===== src/rtl/y_fetch_pc.sv =====
// ---------------------------------------------------------------------------
// y_fetch_pc -- program-counter / fetch-sequencing stage.
//
// Holds the PC and picks the next PC from three sources: sequential
// (pc + STEP), branch target or jump target. Priority: jump > branch >
// accepted fetch > hold. The current PC is offered to decode through a
// valid/ready handshake. Every redirect inserts a one-cycle bubble.
// Accepted handshakes are counted.
//
// Handshake: fire = out_valid & out_ready. While out_valid=1 and
// out_ready=0, out_pc is held stable. out_valid is a decode of the
// registered state (RUN only), so it never depends combinationally on
// out_ready.
//
// Optional feature, macro Y_FETCH_ALIGN_CHECK_EN: a redirect target with
// bits [1:0] != 0 enters HALT and raises fault. HALT is left only by
// reset. Without the macro there is no HALT state, fault is tied 0 and
// every target is accepted. Requires WIDTH >= 2.
//
// Ports:
//   clk            rising-edge clock
//   reset_n        asynchronous active-low reset
//   branch         branch-taken redirect request
//   branch_target  branch destination
//   jump           jump redirect request (wins over branch)
//   jump_target    jump destination
//   out_ready      decode can accept the current PC
//   out_valid      out_pc is a valid fetch
//   out_pc         current PC
//   pc_seq         combinational pc + STEP (wraps)
//   fetch_count    number of accepted handshakes (wraps)
//   fault          misalignment fault (0 without the optional feature)
//   state_dbg      current FSM state encoding, for observation
// ---------------------------------------------------------------------------
module y_fetch_pc #(
    parameter int                 WIDTH    = 32,
    parameter logic [WIDTH-1:0]   RESET_PC = '0,
    parameter int                 STEP     = 4,
    parameter int                 CNT_W    = 16
) (
    input  logic             clk,
    input  logic             reset_n,
    input  logic             branch,
    input  logic [WIDTH-1:0] branch_target,
    input  logic             jump,
    input  logic [WIDTH-1:0] jump_target,
    input  logic             out_ready,
    output logic             out_valid,
    output logic [WIDTH-1:0] out_pc,
    output logic [WIDTH-1:0] pc_seq,
    output logic [CNT_W-1:0] fetch_count,
    output logic             fault,
    output logic [1:0]       state_dbg
);

    typedef enum logic [1:0] {
        IDLE   = 2'd0,
        RUN    = 2'd1,
        BUBBLE = 2'd2
`ifdef Y_FETCH_ALIGN_CHECK_EN
        , HALT = 2'd3
`endif
    } state_t;

    state_t           state, state_n;
    logic [WIDTH-1:0] pc, pc_n;
    logic [WIDTH-1:0] target;
    logic             redirect;
    logic             fire;
    logic             halted;

    assign out_valid = (state == RUN);
    assign out_pc    = pc;
    assign pc_seq    = pc + WIDTH'(STEP);
    assign fire      = out_valid & out_ready;
    assign redirect  = jump | branch;
    assign target    = jump ? jump_target : branch_target;
    assign state_dbg = state;

`ifdef Y_FETCH_ALIGN_CHECK_EN
    logic fault_q, fault_n;
    assign halted = (state == HALT);
    assign fault  = fault_q;
`else
    assign halted = 1'b0;
    assign fault  = 1'b0;
`endif

    // Next-state / next-PC selection.
    always_comb begin
        state_n = state;
        pc_n    = pc;
`ifdef Y_FETCH_ALIGN_CHECK_EN
        fault_n = fault_q;
`endif
        if (!halted) begin
            if (redirect) begin
                pc_n    = target;
                state_n = BUBBLE;
`ifdef Y_FETCH_ALIGN_CHECK_EN
                if (target[1:0] != 2'b00) begin
                    state_n = HALT;
                    fault_n = 1'b1;
                end
`endif
            end else begin
                // IDLE and BUBBLE both last exactly one cycle; RUN stays.
                state_n = RUN;
                if (fire) begin
                    pc_n = pc_seq;
                end
            end
        end
    end

    always_ff @(posedge clk or negedge reset_n) begin
        if (!reset_n) begin
            state <= IDLE;
            pc    <= RESET_PC;
        end else begin
            state <= state_n;
            pc    <= pc_n;
        end
    end

    // A handshake completes even when a redirect arrives in the same cycle.
    always_ff @(posedge clk or negedge reset_n) begin
        if (!reset_n) begin
            fetch_count <= '0;
        end else if (fire) begin
            fetch_count <= fetch_count + CNT_W'(1);
        end
    end

`ifdef Y_FETCH_ALIGN_CHECK_EN
    always_ff @(posedge clk or negedge reset_n) begin
        if (!reset_n) begin
            fault_q <= 1'b0;
        end else begin
            fault_q <= fault_n;
        end
    end
`endif

endmodule


===== config.mk =====
export PLATFORM = sky130hd
export DESIGN_NAME = y_fetch_pc
export DESIGN_NICKNAME = d
export VERILOG_FILES = /design/src/rtl/y_fetch_pc.sv
export SDC_FILE = /design/constraint.sdc
export NUM_CORES = 1
export LEC_CHECK = 0
export ABC_CLOCK_PERIOD_IN_PS = 2100
export CAP_MARGIN = 20
export CORE_MARGIN = 5
export CORE_UTILIZATION = 45
export DETAILED_ROUTE_END_ITERATION = 10
export DONT_BUFFER_PORTS = 1
export GPL_TIMING_DRIVEN = 1
export SLEW_MARGIN = 20
export SYNTH_ARGS = -nofsm -noshare
export SYNTH_HDL_FRONTEND = slang
export SYNTH_SLANG_ARGS = --single-unit

===== constraint.sdc =====
create_clock -name clk -period 2.1 [get_ports clk]
set_input_delay 0.42 -clock clk [delete_from_list [all_inputs] [get_ports clk]]
set_output_delay 0.42 -clock clk [all_outputs]
set_load 0.005 [all_outputs]

After elaboration in Yosys (flattened, before gate mapping)
Cells that the tools add are included.

Reductions and logical operators: 1. Bitwise gates (word level): 2. Equal/unequal tests: 1. Mux-type cells: 4. $add $sub $neg: 2.

Operators with widths (count): $mux 32 (3); $add 32x3->32 const B (1); $add 16x1->16 const B (1); $eq 2x1->1 const B (1); $mux 2 (1); $reduce_bool 2->1 (1); $and 1x1->1 (1); $or 1x1->1 (1).

Bits in registers: 50. Bits of input ports: 69. Output and inout port bits: 84. Word-level logic and storage cells: 13.

Depth between registers and ports, before layout
Gate-level depths: netlist of run 1.

Depth after elaboration: 4. Gate-level depth with buffers: 7. Mapped depth without buffers: 6.

Worst setup path after synthesis of run 1
No wires, ideal clock.

Kind: register to output. From: reg pc[6], in the netlist out_pc[6]. To: out pc_seq[26]. Path slack: 62 ps. Buffers on the path: 1. Data required time: 1680 ps. Cell stages (with the launch flop): 7. Arrival: 1618 ps. Cell sequence: dfrtp_1 -> buf_2 -> nand3_4 -> nor4_4 -> nand3_1 -> nor2_1 -> xor2_1.

Longest elaborated chain between the ends: 1.

Ends and longest elaborated chain: from (decl) (RTL line 66) `logic [WIDTH-1:0] pc, pc_n;`; from (signal assigned) (RTL line 122) `pc <= pc_n;`; $add 32x3->32 (RTL line 74) `assign pc_seq = pc + WIDTH'(STEP);`; to (decl) (RTL line 50) `output logic [WIDTH-1:0] pc_seq,`.

No other way between the ends.

Final worst setup path of run 1
From: reg pc[2], in the netlist out_pc[2]. To: out pc_seq[21].

The elaborated chain is that of the path after synthesis.

==> flow_summary.toml, run 1 <==
[global_route]
grt_max_degree = 51
overflow = 0
grt_pass1_vias = 3098
track_usage = 0.236
grt_pass1_wl_um = 16400
grt_antenna_before_repair = 0

[placement]
postPlaceCellArea_sq_um = 3640
io_buffers = 0
place_hpwl_um = 7870
gp_congestion = 0.913

[final_layout]
antenna-diode-count = 0
drive_gt1_frac = 0.323
design_area_sq_um = 4400
nets = 510
final_util = 0.614
fillers = 588
area_growth_pct = 34.2

[sta]
setup_slack_ps = -127
timing.final.hold_violations = 0
fmax_mhz = 449
min_period_ps = 2230
setup_viol = 14
clock_skew_ps = 5.40
fin_crit_sh = 1.06
drv_slew = 0
hold_ws_ps = 217
rsz0062_at_grt = "true"

[setup_path]
r2r-end = "out_pc[15]"
r2r_cells = 10
cp.required_ps = 1680
crit_arrival_ps = 1810
path_class = "flip-flop to output port"
regToRegSetupSlack_ps = 50
cp_max_fo = 5
cp-end-kind = "output port"
rr_startpoint = "out_pc[2]"
cp-start-kind = "flip-flop"

[logic_synthesis]
synth_seq_cells = 50
synth_fp_nets = 445
synth_edf_count = 0
yosysWarnings = 0
synth_cell_types = 46
syn_area_sq_um = 3280
syn_area_per_cell_sq_um = 8.78
ys.flop_type = "dfrtp_1"
synthCells = 374
async_reset_ff_frac = 1.00
synth_seq_area_share = 0.381

[floorplanning]
die_h_um = 95.4
die_area_sq_um = 9100
std_cell_rows = 31
start_util = 0.457
die_x_um = 95.4
ios = 153
core_sq_um = 7180

[clock_tree]
cts_max_path_buffers = 2
htree_levels = 2
root_buffer = "clkbuf_8"
cts_buffers = 5
clock_sinks = 50
worstSkewPairLatency_ps = 310
clk_pin_slew_ps = 100
cts_tree = "yes"

[drt]
viasPerCell = 5.92
routedWlPerCell_um = 20.5
routed_wirelength_um = 11100
ant_nets = 0
firstDrtPassIters = 4
drcViolationCount = 0
drt-initial-drc-count = 218
vias = 3192

[run]
maxCapViolCount = 0

[worst_hold_path]
hp-class = "input port to flip-flop"
hold_depth = 1
hold_path_end = "out_pc[0]"
hold_path_startpoint = "jump"

[status]
violations = "setup timing"
outcome = "complete, but fails checks"

[power]
max-vdd-ir-drop_mv = 0.309
power_mw = 2.87
power_density_nw_per_um2 = 651
total_leakage_power_nw = 1.85
through the flow:
step | TNS, ps | std cells | setup WS, ps
final | -960 | 539 | -127
after global routing | -2670 | 539 | -217
after CTS | -756 | 526 | -119
after detailed placement | 0 | 495 | 134
after global placement | 0 | 495 | 167
after floorplan | 0 | 374 | 62.4
sequential cells by signal, summed over array words and instances, names as in the netlist:
signal       flops
fetch_count     16
out_pc          32
state_dbg        2
worst max-delay path: stages (launching register included):
cell	delay, ps
dfrtp_1	390
nand4_1	120
buf_6	150
buf_6	110
nor3_4	300
nand4_1	200
xnor2_1	230
per-layer routing:
metal | wire [um] | global-route usage | share of wire
met4 | 91 | 0.0675 | 0.0082
met5 | 0 | 0 | 0
met3 | 1000 | 0.0687 | 0.091
met2 | 5180 | 0.350 | 0.47
met1 | 4780 | 0.334 | 0.43
synth_stat cells (all sizes together) (2+ instances only):
| cell | number | area, sq um |
|---|---|---|
| nand2 | 34 | 128 |
| a31oi | 4 | 25.0 |
| and3 | 12 | 76.3 |
| o2bb2ai | 4 | 35.0 |
| o22a | 4 | 35.0 |
| dfrtp | 50 | 1250 |
| buf | 9 | 51.3 |
| o22ai | 20 | 125 |
| clkbuf | 15 | 56.3 |
| a21o | 3 | 22.5 |
| ha | 2 | 25.0 |
| mux2i | 3 | 30.0 |
| xor2 | 19 | 166 |
| and4 | 4 | 35.0 |
| nor4 | 5 | 76.3 |
| nor3 | 5 | 35.0 |
| nand3b | 2 | 15.0 |
| nor2b | 4 | 25.0 |
| nor2 | 22 | 85.1 |
| a21oi | 20 | 100 |
| o31a | 7 | 62.6 |
| o31ai | 4 | 30.0 |
| inv | 7 | 26.3 |
| xnor2 | 30 | 263 |
| a22oi | 2 | 15.0 |
| nand4 | 12 | 75.1 |
| a22o | 3 | 26.3 |
| o21ai | 39 | 195 |
| nand3 | 21 | 130 |
area by class of cell:
type / count / area, sq um / share of cell area
flip-flops and latches: 50 / 1250 / 0.285
clock inverters: 2 / 60.1 / 0.0136
repair buffers: 82 / 662 / 0.150
multi-input cells: 293 / 2190 / 0.498
clock buffers: 6 / 82.6 / 0.0188
well taps: 99 / 124 / 0.0281
inverters: 7 / 26.3 / 0.00597
logic make-up after synthesis:
group,Yosys count,synth area share
simple gates,126,0.218
compound gates,111,0.207
flops,50,0.381
xor+xnor,49,0.131
buf+inv,31,0.0408
mux,4,0.0126
fa+ha+maj,2,0.00762
other cells,1,0.00114
power breakdown:
part	internal [mW]	switching (mW)	leakage [nW]	total, mW
clock network	0.508	0.342	0.0714	0.850
logic	0.372	0.486	1.19	0.858
registers	1.05	0.105	0.584	1.16
total	1.93	0.933	1.85	2.87
cell usage in the layout (no fill, tap or decap), types with 10 or more instances in the layout:
cell	Yosys	final
o22ai_1	20	20
a21oi_1	20	20
nand2_1	34	32
nand4_1	12	12
and3_1	11	10
dfrtp_1	50	48
xor2_1	19	14
xnor2_1	30	19
buf_4	3	72
o21ai_0	32	32
nor2_1	21	16
nand3_1	19	11
xnor2_2	0	10
how the worst max path moves through the flow:
| stage | cells past startpoint | slack (ps) | from | endpoint |
|---|---|---|---|---|
| 2_1_floorplan | 6 | 60 | out_pc[6] | pc_seq[26] |
| 3_3_place_gp | 6 | 170 | out_pc[2] | pc_seq[26] |
| 3_5_place_dp | 6 | 130 | out_pc[2] | pc_seq[26] |
| 4_1_cts | 6 | -120 | out_pc[2] | pc_seq[26] |
| 5_1_grt | 6 | -220 | out_pc[3] | pc_seq[21] |
| 6_report | 6 | -130 | out_pc[2] | pc_seq[21] |
timing repair:
item / 4_1_cts / 5_1_grt
buffers inserted: 20 / 13
hold buffers: 2 / 0
gates resized for setup: 35 / 27
endpoints found under the setup margin: 19 / 24
pin swaps: 28 / 19
gates cloned: 1 / 0
hold endpoints to repair: 50 / 0
No activity file was read; power rests on OpenSTA's default activity.
==> inputs of run 2 (changes only) <==
--- a/config.mk
+++ b/config.mk
@@ -7,8 +7,10 @@
 export LEC_CHECK = 0
 export ABC_CLOCK_PERIOD_IN_PS = 2100
 export CAP_MARGIN = 20
+export CORE_ASPECT_RATIO = 0.5
 export CORE_MARGIN = 5
 export CORE_UTILIZATION = 45
+export CTS_CLUSTER_DIAMETER = 40
 export DETAILED_ROUTE_END_ITERATION = 10
 export DONT_BUFFER_PORTS = 1
 export GPL_TIMING_DRIVEN = 1
==> flow_summary.toml, run 2 (synthesized netlist as in run 1, its figures left out) <==
[status]
outcome = "complete, but fails checks"
violations = "setup timing"

[sta]
min_period_ps = 2240
fmax_mhz = 447
clock_skew_ps = 8.28
drv_slew = 0
timing.final.hold_violations = 0
rsz0062_at_grt = "true"
final.setup.tns_ps = -588
setup_viol = 11
setup_slack_ps = -139
fin_crit_sh = 1.07
hold_ws_ps = 234

[clock_tree]
clk_pin_slew_ps = 70
root_buffer = "clkbuf_16"
cts_tree = "yes"
cts_max_path_buffers = 2
worstSkewPairLatency_ps = 300
clock_sinks = 50
cts_buffers = 5
htree_levels = 2

[drt]
drt-initial-drc-count = 218
firstDrtPassIters = 4
drcViolationCount = 0
viasPerCell = 6.07
ant_nets = 0
routedWlPerCell_um = 20.5
routed_wirelength_um = 10800
vias = 3205

[final_layout]
drive_gt1_frac = 0.310
ff_latch_area_sq_um = 1250
antenna-diode-count = 0
multiInputGateArea_sq_um = 2220
final_common_cell = "buf_4"
final_util = 0.605
area_growth_pct = 33.1
fillers = 631
largest_reg_flops = 32
nets = 502
final_cell_mix = "buf_4, dfrtp_1, o21ai_0"
finalNonFillerCells = 528
design_area_sq_um = 4370

[placement]
place_hpwl_um = 7940
dp_cells = 496
postPlaceCellArea_sq_um = 3670
io_buffers = 0
gp_congestion = 0.939

[floorplanning]
die_area_sq_um = 9200
std_cell_rows = 22
die_x_um = 131
ios = 153
start_util = 0.455
core_sq_um = 7210
die_h_um = 70.4

[worst_hold_path]
hp-class = "input port to flip-flop"
hold_path_startpoint = "jump"

[setup_path]
cp_max_fo = 4
slowest_delay_ps = 420
rr_startpoint = "out_pc[11]"
cp-end-kind = "output port"
cp_slowest_cell = "dfrtp_1"
crit_arrival_ps = 1820
critPathLaunch = "out_pc[11]"
critPathTopFamily = "simple AND/OR/NAND/NOR gates"
cp.required_ps = 1680
cp-start-kind = "flip-flop"
path_buf_inv = 1
crit_path_cell_trace = "nand4_1 > buf_6 > nor4_4 > and4_4 > xor2_2"
path_class = "flip-flop to output port"

[power]
power_density_nw_per_um2 = 646
max-vdd-ir-drop_mv = 0.331
total_leakage_power_nw = 1.81

[run]
maxCapViolCount = 0

[global_route]
track_usage = 0.230
overflow = 0
grt_pass1_wl_um = 16800
grt_max_degree = 51
grt_pass1_vias = 3213
grt_antenna_before_repair = 0
[run 2: final timing paths]
| check | to | slack (ps) | cells past startpoint |
|---|---|---|---|
| worst max-delay path | pc_seq[25] | -140 | 5 |
| worst min-delay path | out_pc[3] | 230 | 1 |
| worst max register to register | out_pc[25] | 190 | 8 |
| worst min register to register | fetch_count[15] | 500 | 1 |
| max in group asynchronous | out_pc[20] | 1200 | 2 |
| min in group asynchronous | fetch_count[5] | 650 | 2 |
[run 2: final cells by class]
type / count / area share
repair buffers: 74 / 0.138
clock inverters: 2 / 0.00315
multi-input cells: 293 / 0.509
clock buffers: 6 / 0.0295
well taps: 96 / 0.0275
inverters: 7 / 0.00602
flip-flops and latches: 50 / 0.287
[run 2: worst register-to-register path, cell delays in order (launching register included)]
cell,delay (ps)
dfrtp_1,420
nand4_1,120
buf_6,160
nor4_4,380
and4_4,300
buf_4,110
buf_4,100
o21ai_1,60
o2bb2ai_1,140
[run 2: per-stage QoR]
| step | power (mW) | setup slack (ps) |
|---|---|---|
| floorplan | 1.60 | 62.4 |
| global placement | 1.83 | 179 |
| detailed placement | 1.84 | 122 |
| CTS | 2.76 | -97.4 |
| global route | 2.98 | -223 |
| finish | 2.82 | -139 |
[run 2: metal layers]
metal  share of wire  global-route usage
met2            0.49               0.369
met5               0                   0
met4           0.012              0.0559
met1            0.41               0.303
met3           0.088              0.0718
[run 2: repair_timing]
| item | CTS | global route |
|---|---|---|
| hold buffers | 2 | 0 |
| setup endpoints to repair | 22 | 22 |
| endpoints found under the hold margin | 50 | 0 |
| pin swaps | 19 | 25 |
| resized for setup | 34 | 32 |
| buffers inserted | 14 | 8 |
[run 2: report_power, final]
group	switching [mW]	internal [mW]	total (mW)
clock	0.362	0.443	0.804
sequential	0.103	1.06	1.16
combinational	0.487	0.370	0.857
total	0.952	1.87	2.82
==> inputs of run 3 (changes only) <==
--- a/config.mk
+++ b/config.mk
@@ -10,10 +10,10 @@
 export CORE_ASPECT_RATIO = 0.5
 export CORE_MARGIN = 5
 export CORE_UTILIZATION = 45
+export CTS_BUF_LIST = sky130_fd_sc_hd__clkbuf_2 sky130_fd_sc_hd__clkbuf_4 sky130_fd_sc_hd__clkbuf_8
 export CTS_CLUSTER_DIAMETER = 40
 export DETAILED_ROUTE_END_ITERATION = 10
 export DONT_BUFFER_PORTS = 1
-export GPL_TIMING_DRIVEN = 1
 export SLEW_MARGIN = 20
 export SYNTH_ARGS = -nofsm -noshare
 export SYNTH_HDL_FRONTEND = slang
==> flow_summary.toml, run 3 (synthesized netlist as in run 1, its figures left out) <==
[status]
outcome = "complete, but fails checks"
violations = "setup timing"

[placement]
postPlaceCellArea_sq_um = 3670
place_ws_ps = 122
place_hpwl_um = 7940
io_buffers = 0
dp_cells = 496
gp_congestion = 0.939

[setup_path]
crit_arrival_ps = 1940
path_class = "flip-flop to output port"
rr_startpoint = "out_pc[11]"
cp-end-kind = "output port"
cp.required_ps = 1680
regToRegSetupSlack_ps = 30
r2r-end = "out_pc[21]"
r2r_cells = 8
cp-start-kind = "flip-flop"
cp_max_fo = 5

[global_route]
track_usage = 0.231
overflow = 0
grt_antenna_before_repair = 0
grt_max_degree = 51
grt_pass1_vias = 3229
grt_pass1_wl_um = 16800

[sta]
final.setup.tns_ps = -1830
clock_skew_ps = 9.95
timing.final.hold_violations = 0
setup_slack_ps = -262
setup_viol = 15
rsz0062_at_grt = "true"
min_period_ps = 2360
fmax_mhz = 423
fin_crit_sh = 1.12
drv_slew = 0
hold_ws_ps = 201

[final_layout]
largest_reg_flops = 32
drive_gt1_frac = 0.326
design_area_sq_um = 4390
area_growth_pct = 33.8
final_util = 0.609
final_common_cell = "buf_4"
fillers = 636
nets = 508
finalNonFillerCells = 534
antenna-diode-count = 0
final_cell_mix = "buf_4, dfrtp_1, o21ai_0"

[clock_tree]
cts_max_path_buffers = 2
worstSkewPairLatency_ps = 320
htree_levels = 2
cts_buffers = 5
cts_tree = "yes"
clock_sinks = 50
root_buffer = "clkbuf_8"
clk_pin_slew_ps = 90

[drt]
drt-initial-drc-count = 193
drcViolationCount = 0
ant_nets = 0
routedWlPerCell_um = 20.7
viasPerCell = 6.09
routed_wirelength_um = 11100
vias = 3250
firstDrtPassIters = 4

[floorplanning]
die_x_um = 131
std_cell_rows = 22
core_sq_um = 7210
start_util = 0.455
ios = 153
die_h_um = 70.4
die_area_sq_um = 9200

[power]
total_leakage_power_nw = 1.83
max-vdd-ir-drop_mv = 0.273
power_mw = 2.63
power_density_nw_per_um2 = 600

[worst_hold_path]
hold_depth = 1
hp-class = "input port to flip-flop"
hold_path_startpoint = "jump"
hold_path_end = "out_pc[3]"

[run]
maxCapViolCount = 0
## run 3: changes by cell type in the layout (fill, tap and decap cells not counted), sizes merged
cell	change
buf	+6
## run 3: repair_timing
action,in CTS,in global routing
hold endpoints to repair,50,0
cloned,0,0
hold buffers,2,0
setup endpoints to repair,23,24
pin swaps,24,27
buffers inserted,16,12
resized for setup,36,33
## run 3: cell type report
class                      instances  area, sq um  area share
clock buffer                       6         76.3      0.0174
clock inverter                     2         13.8     0.00313
inverter                           7         26.3     0.00598
multi-input combinational        293         2240       0.510
sequential                        50         1250       0.286
tap                               96          120      0.0274
timing repair buffer              80          662       0.151
## run 3: worst max path at each step
stage | start | end | depth (start not counted)
after floorplan | out_pc[6] | pc_seq[26] | 6
after global routing | out_pc[11] | pc_seq[21] | 6
after detailed placement | out_pc[20] | pc_seq[29] | 5
after CTS | out_pc[11] | pc_seq[26] | 6
final | out_pc[11] | pc_seq[21] | 6
after global placement | out_pc[6] | pc_seq[20] | 5
## run 3: routing by layer
layer,track usage,up-vias,routed length (um)
met5,0,-,0
met4,0.0639,0,192
met3,0.0733,16,952
met2,0.365,149,5410
met1,0.304,1602,4520
li1,-,1483,-
## run 3: power by group
| part | internal (mW) | total [mW] | switching [mW] | leakage, nW |
|---|---|---|---|---|
| clock | 0.249 | 0.591 | 0.342 | 0.0486 |
| sequential | 1.05 | 1.16 | 0.101 | 0.584 |
| combinational | 0.390 | 0.888 | 0.497 | 1.20 |
## run 3: critical path, cell delays in order, from the launching register on
cell and delay, ps:
dfrtp_1 430, nand4_1 120, buf_6 150, buf_4 130, nor3_4 260, nand4_1 260
xnor2_1 270
